File: src/rtl/mdu_iter.sv
// Iterative MULT/DIV: WIDTH+1 cycles start-to-result_valid, stall held while busy, cancel aborts to IDLE.
// Define MDU_FAST_MULT_EN for a single-cycle array multiply (result_valid 2 cycles after start).
module mdu_iter #(
  parameter  int WIDTH = 32,
  localparam int CNT_W = $clog2(WIDTH) + 1
) (
  input  logic             clk,
  input  logic             rst,
  input  logic             start,
  input  logic             is_mult,
  input  logic             is_div,
  input  logic             signed_op,
  input  logic             cancel,
  input  logic [WIDTH-1:0] a,
  input  logic [WIDTH-1:0] b,
  output logic             stall,
  output logic             busy,
  output logic             result_valid,
  output logic [WIDTH-1:0] hi,
  output logic [WIDTH-1:0] lo
);

  typedef enum logic [1:0] {S_IDLE, S_MUL, S_DIV, S_DONE} state_t;

  state_t             state_q, state_d;
  logic [CNT_W-1:0]   cnt_q, cnt_d;
  logic [2*WIDTH-1:0] acc_q, acc_d;
  logic [WIDTH-1:0]   mag_b_q, mag_b_d;
  logic [WIDTH-1:0]   a_raw_q, a_raw_d;
  logic               sa_q, sa_d, sb_q, sb_d;
  logic               busy_q, busy_d;
  logic               rv_q, rv_d;
  logic [WIDTH-1:0]   hi_q, hi_d, lo_q, lo_d;

  logic               accept;
  logic [2*WIDTH-1:0] mul_next, div_next, prod;
  logic [WIDTH:0]     mul_sum, rem_sh;
  logic [WIDTH+1:0]   rem_diff;
  logic [WIDTH-1:0]   quo, rem;

  assign accept = (state_q == S_IDLE || state_q == S_DONE) & start & (is_mult | is_div) & ~cancel;

  // acc holds {partial product, remaining multiplier} for MUL and {remainder, dividend/quotient} for DIV
  always_comb begin
`ifdef MDU_FAST_MULT_EN
    mul_sum  = '0;
    mul_next = {{WIDTH{1'b0}}, acc_q[WIDTH-1:0]} * {{WIDTH{1'b0}}, mag_b_q};
`else
    mul_sum  = {1'b0, acc_q[2*WIDTH-1:WIDTH]} + (acc_q[0] ? {1'b0, mag_b_q} : '0);
    mul_next = {mul_sum, acc_q[WIDTH-1:1]};
`endif
    rem_sh   = {acc_q[2*WIDTH-1:WIDTH], acc_q[WIDTH-1]};
    rem_diff = {1'b0, rem_sh} - {2'b00, mag_b_q};
    if (!rem_diff[WIDTH+1]) div_next = {rem_diff[WIDTH-1:0], acc_q[WIDTH-2:0], 1'b1};
    else                    div_next = {rem_sh[WIDTH-1:0], acc_q[WIDTH-2:0], 1'b0};
    prod = (sa_q ^ sb_q) ? -mul_next : mul_next;
    quo  = (sa_q ^ sb_q) ? -div_next[WIDTH-1:0] : div_next[WIDTH-1:0];
    rem  = sa_q ? -div_next[2*WIDTH-1:WIDTH] : div_next[2*WIDTH-1:WIDTH];
  end

  always_comb begin
    state_d = state_q;
    cnt_d   = cnt_q;
    acc_d   = acc_q;
    mag_b_d = mag_b_q;
    a_raw_d = a_raw_q;
    sa_d    = sa_q;
    sb_d    = sb_q;
    rv_d    = 1'b0;
    hi_d    = hi_q;
    lo_d    = lo_q;
    case (state_q)
      S_IDLE, S_DONE: begin
        state_d = S_IDLE;
        if (accept) begin
          state_d = is_mult ? S_MUL : S_DIV;
`ifdef MDU_FAST_MULT_EN
          cnt_d   = is_mult ? '0 : CNT_W'(WIDTH - 1);
`else
          cnt_d   = CNT_W'(WIDTH - 1);
`endif
          sa_d    = signed_op & a[WIDTH-1];
          sb_d    = signed_op & b[WIDTH-1];
          a_raw_d = a;
          mag_b_d = sb_d ? -b : b;
          acc_d   = {{WIDTH{1'b0}}, (sa_d ? -a : a)};
        end
      end
      S_MUL, S_DIV: begin
        if (cancel) begin
          state_d = S_IDLE;
          cnt_d   = '0;
        end else begin
          acc_d = (state_q == S_MUL) ? mul_next : div_next;
          if (cnt_q == '0) begin
            state_d = S_DONE;
            rv_d    = 1'b1;
            if (state_q == S_MUL) begin
              {hi_d, lo_d} = prod;
            end else if (mag_b_q == '0) begin
              // divide by zero returns the untouched dividend pattern in hi
              hi_d = a_raw_q;
              lo_d = '1;
            end else begin
              hi_d = rem;
              lo_d = quo;
            end
          end else begin
            cnt_d = cnt_q - 1'b1;
          end
        end
      end
      default: state_d = S_IDLE;
    endcase
    busy_d = (state_d == S_MUL) || (state_d == S_DIV);
  end

  always_ff @(posedge clk) begin
    if (rst) begin
      state_q <= S_IDLE;
      cnt_q   <= '0;
      acc_q   <= '0;
      mag_b_q <= '0;
      a_raw_q <= '0;
      sa_q    <= 1'b0;
      sb_q    <= 1'b0;
      busy_q  <= 1'b0;
      rv_q    <= 1'b0;
      hi_q    <= '0;
      lo_q    <= '0;
    end else begin
      state_q <= state_d;
      cnt_q   <= cnt_d;
      acc_q   <= acc_d;
      mag_b_q <= mag_b_d;
      a_raw_q <= a_raw_d;
      sa_q    <= sa_d;
      sb_q    <= sb_d;
      busy_q  <= busy_d;
      rv_q    <= rv_d;
      hi_q    <= hi_d;
      lo_q    <= lo_d;
    end
  end

  assign stall        = accept | busy_q;
  assign busy         = busy_q;
  assign result_valid = rv_q;
  assign hi           = hi_q;
  assign lo           = lo_q;

endmodule

File: config.mk
export PLATFORM = sky130hd
export DESIGN_NAME = mdu_iter
export DESIGN_NICKNAME = d
export VERILOG_FILES = /design/src/rtl/mdu_iter.sv
export SDC_FILE = /design/constraint.sdc
export NUM_CORES = 1
export LEC_CHECK = 0
export ABC_AREA = 1
export ABC_CLOCK_PERIOD_IN_PS = 9100
export BUFFER_PORTS_ARGS = -buffer_cell sky130_fd_sc_hd__buf_4
export CAP_MARGIN = 20
export CORE_ASPECT_RATIO = 2
export CORE_MARGIN = 2
export CORE_UTILIZATION = 60
export DETAILED_ROUTE_END_ITERATION = 8
export PLACE_DENSITY = 0.79
export SETUP_SLACK_MARGIN = 0.5
export SLEW_MARGIN = 20
export SYNTH_ARGS = -nofsm -noshare
export SYNTH_HDL_FRONTEND = slang
export SYNTH_SLANG_ARGS = --single-unit
File: constraint.sdc
create_clock -name clk -period 9.1 [get_ports clk]
set_clock_uncertainty 0.05 [all_clocks]
set_input_delay 0.91 -clock clk [delete_from_list [all_inputs] [get_ports clk]]
set_output_delay 0.91 -clock clk [all_outputs]
set_load 0.03 [all_outputs]
==> results of run 1 <==
per-layer routing:
layer  track usage  GRT overflow
met1        0.5741             0
met2        0.8780            12
met3        0.2678             0
met4        0.6790             9
met5             0             0
metrics by stage:
step	setup WS (ns)	hold WS [ns]	utilization	cells	cell area, um2
CTS	4.470	0.4105	0.6701	3730	20750
detailed placement	4.469	0.4013	0.6478	3695	20060
global placement	4.502	0.4006	0.6478	3695	20060
floorplan	5.808	0.3737	-	3258	18890
cells by family after synthesis:
group | after synthesis
flip-flops | 204
buffers and inverters | 591
AO/OA/AOI/OAI | 698
AND/OR/NAND/NOR | 1618
XOR/XNOR | 74
adder cells (fa/ha/maj) | 73
==> impl_results.md, run 1 <==
* Post-synthesis compound-gate area fraction at 0.2141
* # clock sinks at 204
* Largest cells by area after synthesis: dfxtp_1 (22%), nand2_1 (17%), inv_1 (8.8%)
* IO Port Bufs at ~140
* Synth Area in Simple Gates at 0.3656
* #FFs+latches synth at 204
* Yosys top cell by area: dfxtp_1
* Async SR Flop Fraction at 0
* Cell variety after synth at 62
* Initial Utilization at 0.6099
* Area share of fa/ha/maj cells after synthesis at 0.04915
* Synth Net Count at 3402
* CTS root buf: clkbuf_16
* Longest Clk Path Bufs at 3
* Post-synth EDFFs at 0
* First error: [ERROR GRT-0116] Global routing finished with congestion. Check the congestion regions in the DRC Viewer.
* Largest net degree at the start of global routing at 118
* IO Pins at about 140
* Overflow after GRT at 21
* Count leader, synth: nand2_1
* Total GRT Usage at 0.5970
* First-pass GRT wire length at 147600 um
* DIE WIDTH at 129.5 um
* Synth Area in XOR/XNOR at 0.03431
* Share of the synthesized area in the top cell type at 0.2162
* Synthesized area per cell at around 5.8 um2
* FP Rows at between 90 and 100
* Largest family of logic cells by synthesized area: simple AND/OR/NAND/NOR gates
* Vias in the first global route at 24530
* Outcome: did not finish
* Ys Warns at 0
* Gpl congestion at 1.172
* Die height at 254.9 um
* Post-detail-place hpwl at about 68000 um
* H-tree level count at 1
* Seq/Total Area, Yosys at 0.2162
* Most common library cells after synthesis: nand2_1 (857), inv_1 (441), nor2_1 (332), a21oi_1 (245), o21ai_0 (239)
* Dominant synthesized flop cell: dfxtp_1
* Post-Syn Area at 0.01889 mm2
* Hold buffers post-CTS at 0
* Post-cts resize count at 0
* Cells after Synth at 3258
* Failing step: global routing (5_1_grt)
* Mux cell area share after synthesis at 0
* Postcts setup bufs at 0
* Cts bufs inserted at 20
==> run 2, diff against run 1 <==
- CORE_ASPECT_RATIO: 2 -> not set
- CORE_UTILIZATION: 60 -> 40
- PLACE_DENSITY: 0.79 -> not set
- PLACE_DENSITY_LB_ADDON: not set -> 0.15
- SETUP_SLACK_MARGIN: 0.5 -> not set
==> run 2 against run 1 <==
  * The run now ends clean
  * Area after synthesis stayed put
  * Synthesized cell count stayed put
==> impl_results.md, run 2 <==
* Post-detail-place hpwl at 65510 um
* Longest Clk Path Bufs at 3
* Final min period at 4.646 ns
* Length of routed wiring on met1 at roughly 40000 um
* Most frequent cells in the layout: nand2_1 (857), inv_1 (439), nor2_1 (325)
* Final Instance Area at 0.02121 mm2
* First drt pass iteration count at 7
* Setup violators final at 0
* Yosys top cell by area: dfxtp_1
* Most common library cells after synthesis: nand2_1 (857), inv_1 (441), nor2_1 (332), a21oi_1 (245), o21ai_0 (239)
* Pins over their slew limit at 0
* Count leader, synth: nand2_1
* Largest net degree at the start of global routing at 80
* Die height at 221.3 um
* DRC viols at 0
* Seq/Total Area, Yosys at 0.2162
* Max reg flops at 64
* Overflow after GRT at 0
* Placed cells at 3889
* Post-Syn Area at 0.01889 mm2
* Crit path capture type: register
* Pwr per Cell Area at ~160 mW/mm2
* Post-route total power at 3.365 mW
* Metal2 WL at 33570 um
* Gpl congestion at 1.007
* Vias per cell at 5.736
* Share of cells above drive strength 1 at 0.09072
* Total GRT Usage at 0.3285
* Die Area at slightly below 0.05 mm2
* CP required at 9.51 ns
* Initial Utilization at 0.4057
* DIE WIDTH at 221.3 um
* Starting DRT DRC Count at 2865
* IO Port Bufs at roughly 140
* #FFs+latches synth at a little over 200
* First-pass GRT wire length at 125400 um
* Vias in the first global route at roughly 20000
* Fin crit share at 0.5106
* Post-synth EDFFs at 0
* Layout fillers at 5142
* Postcts setup bufs at 0
* Synth Net Count at 3402
* Worst setup path category: reg2reg
* Clock transition at the registers of the reported paths at 0.06 ns
* Most common cell after layout, fill and taps aside: nand2_1
* Vias at roughly 23000
* Top reg by flops: acc_q
* Worst hold path class: reg2reg
* Setup TNS at 0 ns
* Share of the synthesized area in the top cell type at 0.2162
* Async SR Flop Fraction at 0
* RR Startpoint: mag_b_q[23]$_SDFFE_PP0P_
* Post-route ant nets at 0
* VDD IR max at 171.7 uV
* Post-cts resize count at 0
* Ys Warns at 0
* Max FO, Critical Path at 50
* RSZ-0062 raised after global routing: false
* Cell variety after synth at 62
* Fin worst setup slack at 4.454 ns
* Uppermost routed layer: met4
* Outcome: complete, no violations
* Antenna Cells at 0
* Largest cells by area after synthesis: dfxtp_1 (22%), nand2_1 (17%), inv_1 (8.8%)
* Type of origin of the critical path: register
* Crit path arrival time at 5.06 ns
* Initial antenna violation count at 5
* Layout Cells excl Fill at between 3000 and 4000
* Peak Freq at 215.2 MHz
* Max-cap viol count at 0
* Worst slew margin at 0.3328
* CTS root buf: clkbuf_16
* Post-DR wirelength/cell at 21.33 um
* Skew-Pair Late Insertion Delay at approximately 0.58 ns
* Synthesized area per cell at between 5 and 6 um2
* Cells after Synth at 3258
* H-tree level count at 1
* IO Pins at approximately 140
* Area growth, synth to finish at 12.29%
* Fin Hold WS at between 0.4 and 0.5 ns
* FP Rows at 79
* Fin util at 0.4556
* Final WL at 83970 um
* DP Area at 0.02033 mm2
* Met3 wire len at 8139 um
* P_leak at around 11 nW
* Fin nets at 3455
* CTS tree: done
* Cts bufs inserted at 27
* Hold buffers post-CTS at 0
* Final Hold Viols at 0
* Worst-Margin Slew at roughly 0.99 ns
* Min-delay src: a_raw_q[31]$_SDFFE_PP0P_
* Dominant synthesized flop cell: dfxtp_1
* Core area at 0.04656 mm2
* Dpl ws at 4.554 ns
* # clock sinks at slightly above 200
* Critical Path Start: mag_b_q[23]$_SDFFE_PP0P_
-- run 2: final cells by class --
class	instances	area (um2)	share of cell area
Tap cell	607	759.5	0.03581
Timing Repair Buffer	161	1209	0.05699
Multi-Input combinational cell	2463	12570	0.5927
Inverter	454	1709	0.08059
Sequential cell	204	4084	0.1926
Clock buffer	35	745.7	0.03516
Clock inverter	12	131.4	0.006194
-- run 2: path summary, 6_finish.rpt --
check / endpoint / slack, ns / cells past startpoint
max: lo[22]$_SDFFE_PP0P_ / 4.45 / 18
min: a_raw_q[31]$_SDFFE_PP0P_ / 0.41 / 2
max reg2reg: lo[22]$_SDFFE_PP0P_ / 4.45 / 18
min reg2reg: a_raw_q[31]$_SDFFE_PP0P_ / 0.41 / 2
-- run 2: per-layer routing --
| layer | vias to the layer above | GRT usage |
|---|---|---|
| li1 | 10820 | - |
| met1 | 10530 | 0.5126 |
| met2 | 1123 | 0.4710 |
| met3 | 109 | 0.04621 |
| met4 | 0 | 0.06755 |
| met5 | - | 0 |
-- run 2: logic make-up after synthesis --
logic type,synth area share
xor gates and xnor gates,0.03431
DFF,0.2162
and+or+nand+nor,0.3656
AOI/OAI and AO/OA,0.2141
buffers and inverters,0.1206
adders and majority gates,0.04915
-- run 2: worst max-delay path, cell delays in order (launching register included) --
cell       delay (ns)
dfxtp_1          0.42
inv_1            0.07
ha_1             0.39
nand2_1          0.13
nor2_2           0.23
nand2_1          0.10
nand2_1          0.19
a21oi_4          0.07
buf_4            0.22
nand2_4          0.52
inv_4            0.19
ha_1             0.26
nor2_1           0.55
inv_1            0.43
nand2_1          0.19
xor2_1           0.21
nand2_1          0.08
o2111ai_1        0.09
nand2_1          0.06
-- run 2: where the power goes --
| group | internal [mW] | switching [mW] |
|---|---|---|
| logic | 0.356 | 0.895 |
| registers | 0.945 | 0.0603 |
| clock network | 0.633 | 0.476 |
No activity file was read; power rests on OpenSTA's default activity.
==> run 3, diff against run 2 <==
- ABC_AREA: 1 -> 0
- ABC_CLOCK_PERIOD_IN_PS: 9100 -> 4050
- clock period: 9.1 -> 4.05 ns (I/O delays scaled with it)
==> run 3 against run 2 <==
  * Routed wire length down 5.4%
  * Cell count decreased by 13%
  * Sequential share of layout area fell by 1.5 points
  * Die area decreased by 6.4%
  * Area after synthesis is 6.5% lower
  * Non-clock buffer count increased by 348
  * Synthesized cell count shrank 24%
  * Flip-flop and latch count is the same
  * Global-route usage increased by 0.063 points
  * Setup slack worse by 4.3 ns
==> impl_results.md, run 3 <==
* Fin util at 0.5319
* Sequential Power Share at 0.294
* FP Rows at 76
* #FFs+latches synth at 204
* Final min period at 3.930 ns
* Max reg flops at 64
* Yosys top cell by area: dfxtp_1
* Final Instance Area at 0.02307 mm2
* Cells after Synth at 2490
* Post-route ant nets at 0
* DP Area at 0.02161 mm2
* Most common cell after layout, fill and taps aside: buf_4
* RSZ-0062 raised after global routing: true
* Skew-Pair Late Insertion Delay at between 0.5 and 0.6 ns
* Setup violators final at 0
* Dominant synthesized flop cell: dfxtp_1
* Placed cells at 3384
* Post-synth EDFFs at 0
* DRC viols at 0
* Cell variety after synth at 88
* IO Port Bufs at 137
* Final Hold Viols at 0
* Most frequent cells in the layout: buf_4 (500), nor2_1 (267), nand2_1 (264)
* Peak Freq at 254.5 MHz
* CTS tree: done
* First drt pass iteration count at 5
* Gpl congestion at 0.9702
* Crit path capture type: register
* Area growth, synth to finish at 30.61%
* Fin crit share at 0.9703
* Post-detail-place hpwl at 62120 um
* Post-DR wirelength/cell at 23.10 um
* Largest cells by area after synthesis: dfxtp_1 (23%), a21oi_1 (7.5%), nor2_1 (5.9%)
* Antenna Cells at 0
* Gate power share at 0.378
* Int Power at 4.660 mW
* Fin nets at 2981
* CTS root buf: clkbuf_16
* VDD IR max at 323.7 uV
* Max FO, Critical Path at 18
* CP required at 4.49 ns
* Post-Syn Area at between 0.015 and 0.02 mm2
* Cts bufs inserted at 26
* Initial antenna violation count at 3
* Vias in the first global route at 19230
* Count leader, synth: nor2_1
* Seq/Total Area, Yosys at 0.2312
* Sw power at between 2 and 3 mW
* Register area at about 0.0041 mm2
* Switching part of the total power at 0.3736
* DIE WIDTH at 214.1 um
* H-tree level count at 1
* Share of cells above drive strength 1 at 0.2429
* Clock transition at the registers of the reported paths at 0.06 ns
* Type of origin of the critical path: register
* Total GRT Usage at 0.3291
* IO Pins at 138
* Synth Net Count at between 2000 and 3000
* Clock power frac at 0.328
* RR Startpoint: mag_b_q[18]$_SDFFE_PP0P_
* Vias at 20840
* Core area at 0.04336 mm2
* Longest Clk Path Bufs at 3
* Ys Warns at 0
* Max-cap viol count at 0
* Top reg by flops: acc_q
* Pwr per Cell Area at ~320 mW/mm2
* Overflow after GRT at 0
* Crit path arrival time at 4.37 ns
* Initial Utilization at 0.4073
* # clock sinks at approximately 200
* Vias per cell at around 6.1
* Post-route total power at between 7 and 8 mW
* Multi-input gate area at between 0.01 and 0.015 mm2
* Share of the synthesized area in the top cell type at 0.2312
* Layout fillers at 4369
* Die Area at around 0.046 mm2
* First-pass GRT wire length at between 100000 and 150000 um
* Synthesized area per cell at about 7 um2
* Min-delay src: b[0]
* Starting DRT DRC Count at about 2200
* Async SR Flop Fraction at 0
* Final WL at 79410 um
* Die height at 214.1 um
* Critical Path Start: mag_b_q[18]$_SDFFE_PP0P_
* P_leak at 9.579 nW
* Pins over their slew limit at 0
* Worst slew margin at 0.3782
* Most common library cells after synthesis: nor2_1 (276), nand2_1 (266), a21oi_1 (264), dfxtp_1 (204), clkbuf_1 (164)
* Outcome: complete, no violations
* Largest net degree at the start of global routing at 98
* Layout Cells excl Fill at 3438
* Worst setup path category: reg2reg
* Worst hold path class: in2reg
* Worst-Margin Slew at approximately 0.93 ns
-- run 3: cell types whose count changed after synthesis, sizes merged, moves of 24 or more --
| cell | previous run | this run |
|---|---|---|
| o211ai | 60 | 32 |
| o31ai | 6 | 30 |
| nand3 | 239 | 45 |
| or3 | 0 | 41 |
| a22oi | 0 | 25 |
| nor2 | 350 | 276 |
| inv | 450 | 73 |
| xnor2 | 22 | 108 |
| nor2b | 0 | 34 |
| clkbuf | 100 | 165 |
| nand2 | 880 | 266 |
| a211oi | 7 | 96 |
| o21ai | 254 | 154 |
| xor2 | 52 | 91 |
-- run 3: logic make-up (layout without fill, tap and decap cells) --
logic type                 count (synthesis)  count (layout)  synth area share
and+or+nand+nor                          885             885            0.2357
AOI/OAI and AO/OA                        838             838            0.3070
buffers and inverters                    263             626           0.05774
DFF                                      204             204            0.2312
xor gates and xnor gates                 199             199           0.09869
adders and majority gates                 73              73           0.05257
muxes                                     28              28           0.01700
-- run 3: power groups by stage --
stage	registers, mW	logic (mW)	clock network (mW)
finish	2.19	2.81	2.44
global route	2.20	3.00	2.55
CTS	2.19	2.67	2.48
detailed placement	2.23	2.63	0
global placement	2.23	2.62	0
floorplan	2.22	1.49	0
-- run 3: metrics by stage --
stage / setup WS (ns) / TNS, ns / hold WS (ns)
global route: -0.06706 / -0.2331 / 0.06705
global placement: -0.08004 / -0.2426 / 0.3921
detailed placement: -0.1151 / -0.3699 / 0.3984
CTS: 0.003248 / 0 / 0.05743
finish: 0.1202 / 0 / 0.06391
floorplan: -0.03363 / -0.1256 / 0.3819
-- run 3: critical path, cell delays in order, from the launching register on --
cell	delay (ns)
dfxtp_2	0.33
inv_1	0.08
ha_4	0.29
nand4_1	0.18
nor2_2	0.20
nand3_2	0.15
a311o_1	0.40
nand2_4	0.12
buf_6	0.16
inv_2	0.10
buf_4	0.16
buf_4	0.20
o31a_1	0.41
o41ai_2	0.40
buf_4	0.18
xnor2_1	0.17
nand2_1	0.10
a31oi_1	0.16
-- run 3: worst paths after layout --
| check | to | slack, ns | depth (start not counted) |
|---|---|---|---|
| max | hi[21]$_SDFFE_PP0P_ | 0.12 | 17 |
| min | mag_b_q[0]$_SDFFE_PP0P_ | 0.06 | 3 |
| min reg2reg | a_raw_q[8]$_SDFFE_PP0P_ | 0.40 | 2 |
| max reg2reg | hi[21]$_SDFFE_PP0P_ | 0.12 | 17 |
-- run 3: layer usage --
layer / GRT usage / vias to the layer above / part of all wire / wire length (um)
met3: 0.04809 / 124 / 0.079 / 6305
met4: 0.08380 / 2 / 0.028 / 2243
li1: - / 9773 / - / -
met2: 0.5111 / 961 / 0.43 / 34290
met5: 0 / - / 0.00015 / 12
met1: 0.4753 / 9977 / 0.46 / 36560
-- run 3: repair_timing --
| action | 4_1_cts | 5_1_grt |
|---|---|---|
| pin swaps | 1 | 25 |
| gates resized for setup | 13 | 87 |
| gates cloned | 0 | 1 |
| hold buffers | 0 | 0 |
| endpoints found under the setup margin | 7 | 30 |
| buffers inserted | 0 | 9 |
-- run 3: area by class of cell --
cell class / instances / area share
timing repair buffer: 509 / 0.1692
inverter: 73 / 0.01204
sequential: 204 / 0.1776
clock buffer: 34 / 0.03173
multi-input combinational: 2023 / 0.5720
clock inverter: 10 / 0.005696
tap: 585 / 0.03173
==> run 4, diff against run 3 <==
- BUFFER_PORTS_ARGS: -buffer_cell sky130_fd_sc_hd__buf_4 -> not set
- CAP_MARGIN: 20 -> not set
- DONT_BUFFER_PORTS: not set -> 1
- PLACE_DENSITY_LB_ADDON: 0.15 -> not set
==> run 4 against run 3 <==
  * Power grew 0.34%
  * Setup slack lost 0.086 ns
  * Global-route usage grew 0.31 points
  * Utilization shrank 1.1 points
  * Sequential power grew 2%
  * Combinational power shrank 5%
  * Largest power group unchanged
==> impl_results.md, run 4 (synthesis gave the netlist of run 3 again) <==
* Fin Hold WS at 0.03101 ns
* Worst hold path class: in2reg
* Overflow after GRT at 0
* Longest Clk Path Bufs at 3
* CP Cell Sequence: and2_4 > ha_4 > fa_2 > a21o_1 > nand4_1 > a21oi_2 > or3_4 > a221oi_2 > buf_4 > nand4_1 > buf_4 > nor4_4 > buf_6 > a41oi_2 > xor2_1 > a221oi_2 > a21oi_1
* Post-DR wirelength/cell at 23.77 um
* Worst-Margin Slew at 1.118 ns
* DRC viols at 0
* Die Area at 0.04585 mm2
* Worst setup path category: reg2reg
* Cts bufs inserted at 26
* DIE WIDTH at approximately 210 um
* Setup violators final at 0
* IO Port Bufs at 0
* Fin crit share at 0.9916
* IO Pins at 138
* Placed cells at between 3000 and 4000
* Max reg flops at 64
* Worst Path Buf+Inv at 3
* Type of origin of the critical path: register
* Skew-Pair Late Insertion Delay at around 0.57 ns
* Post-detail-place hpwl at between 60000 and 70000 um
* Vias at 20690
* First drt pass iteration count at 6
* Initial antenna violation count at 1
* # clock sinks at 204
* Dpl ws at -0.3115 ns
* Max incr delay on CP at 0.38 ns
* CP required at 4.44 ns
* Total GRT Usage at 0.3322
* Cell family with most CP delay: simple AND/OR/NAND/NOR gates
* Starting DRT DRC Count at about 2400
* Outcome: complete, no violations
* Fin nets at a little under 3000
* Vias per cell at 6.173
* VDD IR max at 340.3 uV
* Multi-input gate area at 0.01325 mm2
* Final WL at 79650 um
* Pwr per Cell Area at roughly 330 mW/mm2
* Final Hold Viols at 0
* Layout fillers at 4387
* Core area at 0.04336 mm2
* Max FO, Critical Path at 6
* Final min period at 4.016 ns
* Most frequent cells in the layout: buf_4 (383), nor2_1 (267), nand2_1 (265)
* Crit path arrival time at 4.41 ns
* Post-route ant nets at 0
* Initial Utilization at 0.4073
* RSZ-0062 raised after global routing: true
* Crit-path slowest cell: fa_2
* Most common cell after layout, fill and taps aside: buf_4
* Top reg by flops: acc_q
* Die height at 214.1 um
* Max-cap viol count at 0
* Layout Cells excl Fill at ~3400
* Worst slew margin at 0.2541
* First-pass GRT wire length at about 120000 um
* Fin worst setup slack at 0.03390 ns
* Gpl congestion at 0.9779
* P_leak at between 9 and 10 nW
* Peak Freq at around 250 MHz
* Share of cells above drive strength 1 at 0.2163
* Register area at 0.004109 mm2
* Vias in the first global route at 19210
* FP Rows at 76
* Area growth, synth to finish at 28.01%
* CTS tree: done
* H-tree level count at 1
* Clock transition at the registers of the reported paths at around 0.060 ns
* CTS root buf: clkbuf_16
* Pins over their slew limit at 0
* Crit path capture type: register
* Largest net degree at the start of global routing at about 170
==> run 4: changes by cell type in the layout (fill, tap and decap cells not counted), moves of 3 or more <==
cell / change
nor4_2: -3
o41ai_4: -3
dlygate4sd3_1: +27
clkbuf_1: -4
inv_1: -7
inv_2: +7
ha_4: +12
o21ai_1: -3
clkinvlp_4: +4
dfxtp_1: -8
ha_1: -11
dfxtp_2: +7
buf_4: -117
==> run 4: layout make-up <==
type,count,area share
repair buffers,420,0.1472
multi-input cells,2023,0.5859
flip-flops and latches,204,0.1818
diodes,1,0.0001107
clock buffers,30,0.03171
well taps,585,0.03238
inverters,73,0.01223
clock inverters,15,0.008745
==> run 4: final timing paths <==
path                                               start                        to  slack (ns)  cells after the start
worst max-delay path               acc_q[0]$_SDFFE_PP0P_       hi[28]$_SDFFE_PP0P_        0.03                     17
worst min-delay path                              cancel     cnt_q[0]$_SDFFE_PP0P_        0.03                      3
worst max register to register     acc_q[0]$_SDFFE_PP0P_       hi[28]$_SDFFE_PP0P_        0.03                     17
worst min register to register  a_raw_q[23]$_SDFFE_PP0P_  a_raw_q[23]$_SDFFE_PP0P_        0.41                      2
==> run 4: repair_timing <==
action,CTS,global route
pin swaps,8,51
endpoints found under the hold margin,174,0
setup buffers,4,18
resized for setup,18,105
setup endpoints to repair,14,26
gates cloned,0,0
hold buffers,28,0
==> run 4: per-stage QoR <==
stage / power (mW) / TNS, ns / instance area [um2] / util
global placement: 4.724 / -0.8799 / 20670 / 0.4766
finish: 7.466 / 0 / 22610 / 0.5214
floorplan: 3.716 / -0.1256 / 17850 / -
detailed placement: 4.733 / -0.8823 / 20670 / 0.4766
global route: 7.750 / -0.4277 / 22610 / 0.5214
CTS: 7.365 / -0.02163 / 22000 / 0.5073
==> run 4: metal layers <==
layer  share of wire  track usage
met1            0.44       0.4661
met2            0.43       0.5169
met3           0.092      0.06170
met4           0.035      0.09769
met5               0            0
==> run 4: power breakdown <==
part	internal (mW)	leakage [nW]	switching, mW
combinational	1.08	7.01	1.60
sequential	2.10	1.66	0.133
clock	1.52	0.432	1.03
total	4.70	9.10	2.76
==> run 4: tightest hold or removal path: cells and delay by family <==
kind / cells / cell delay (ns)
AND/OR/NAND/NOR: 2 / 0.13
AO/OA/AOI/OAI: 1 / 0.06
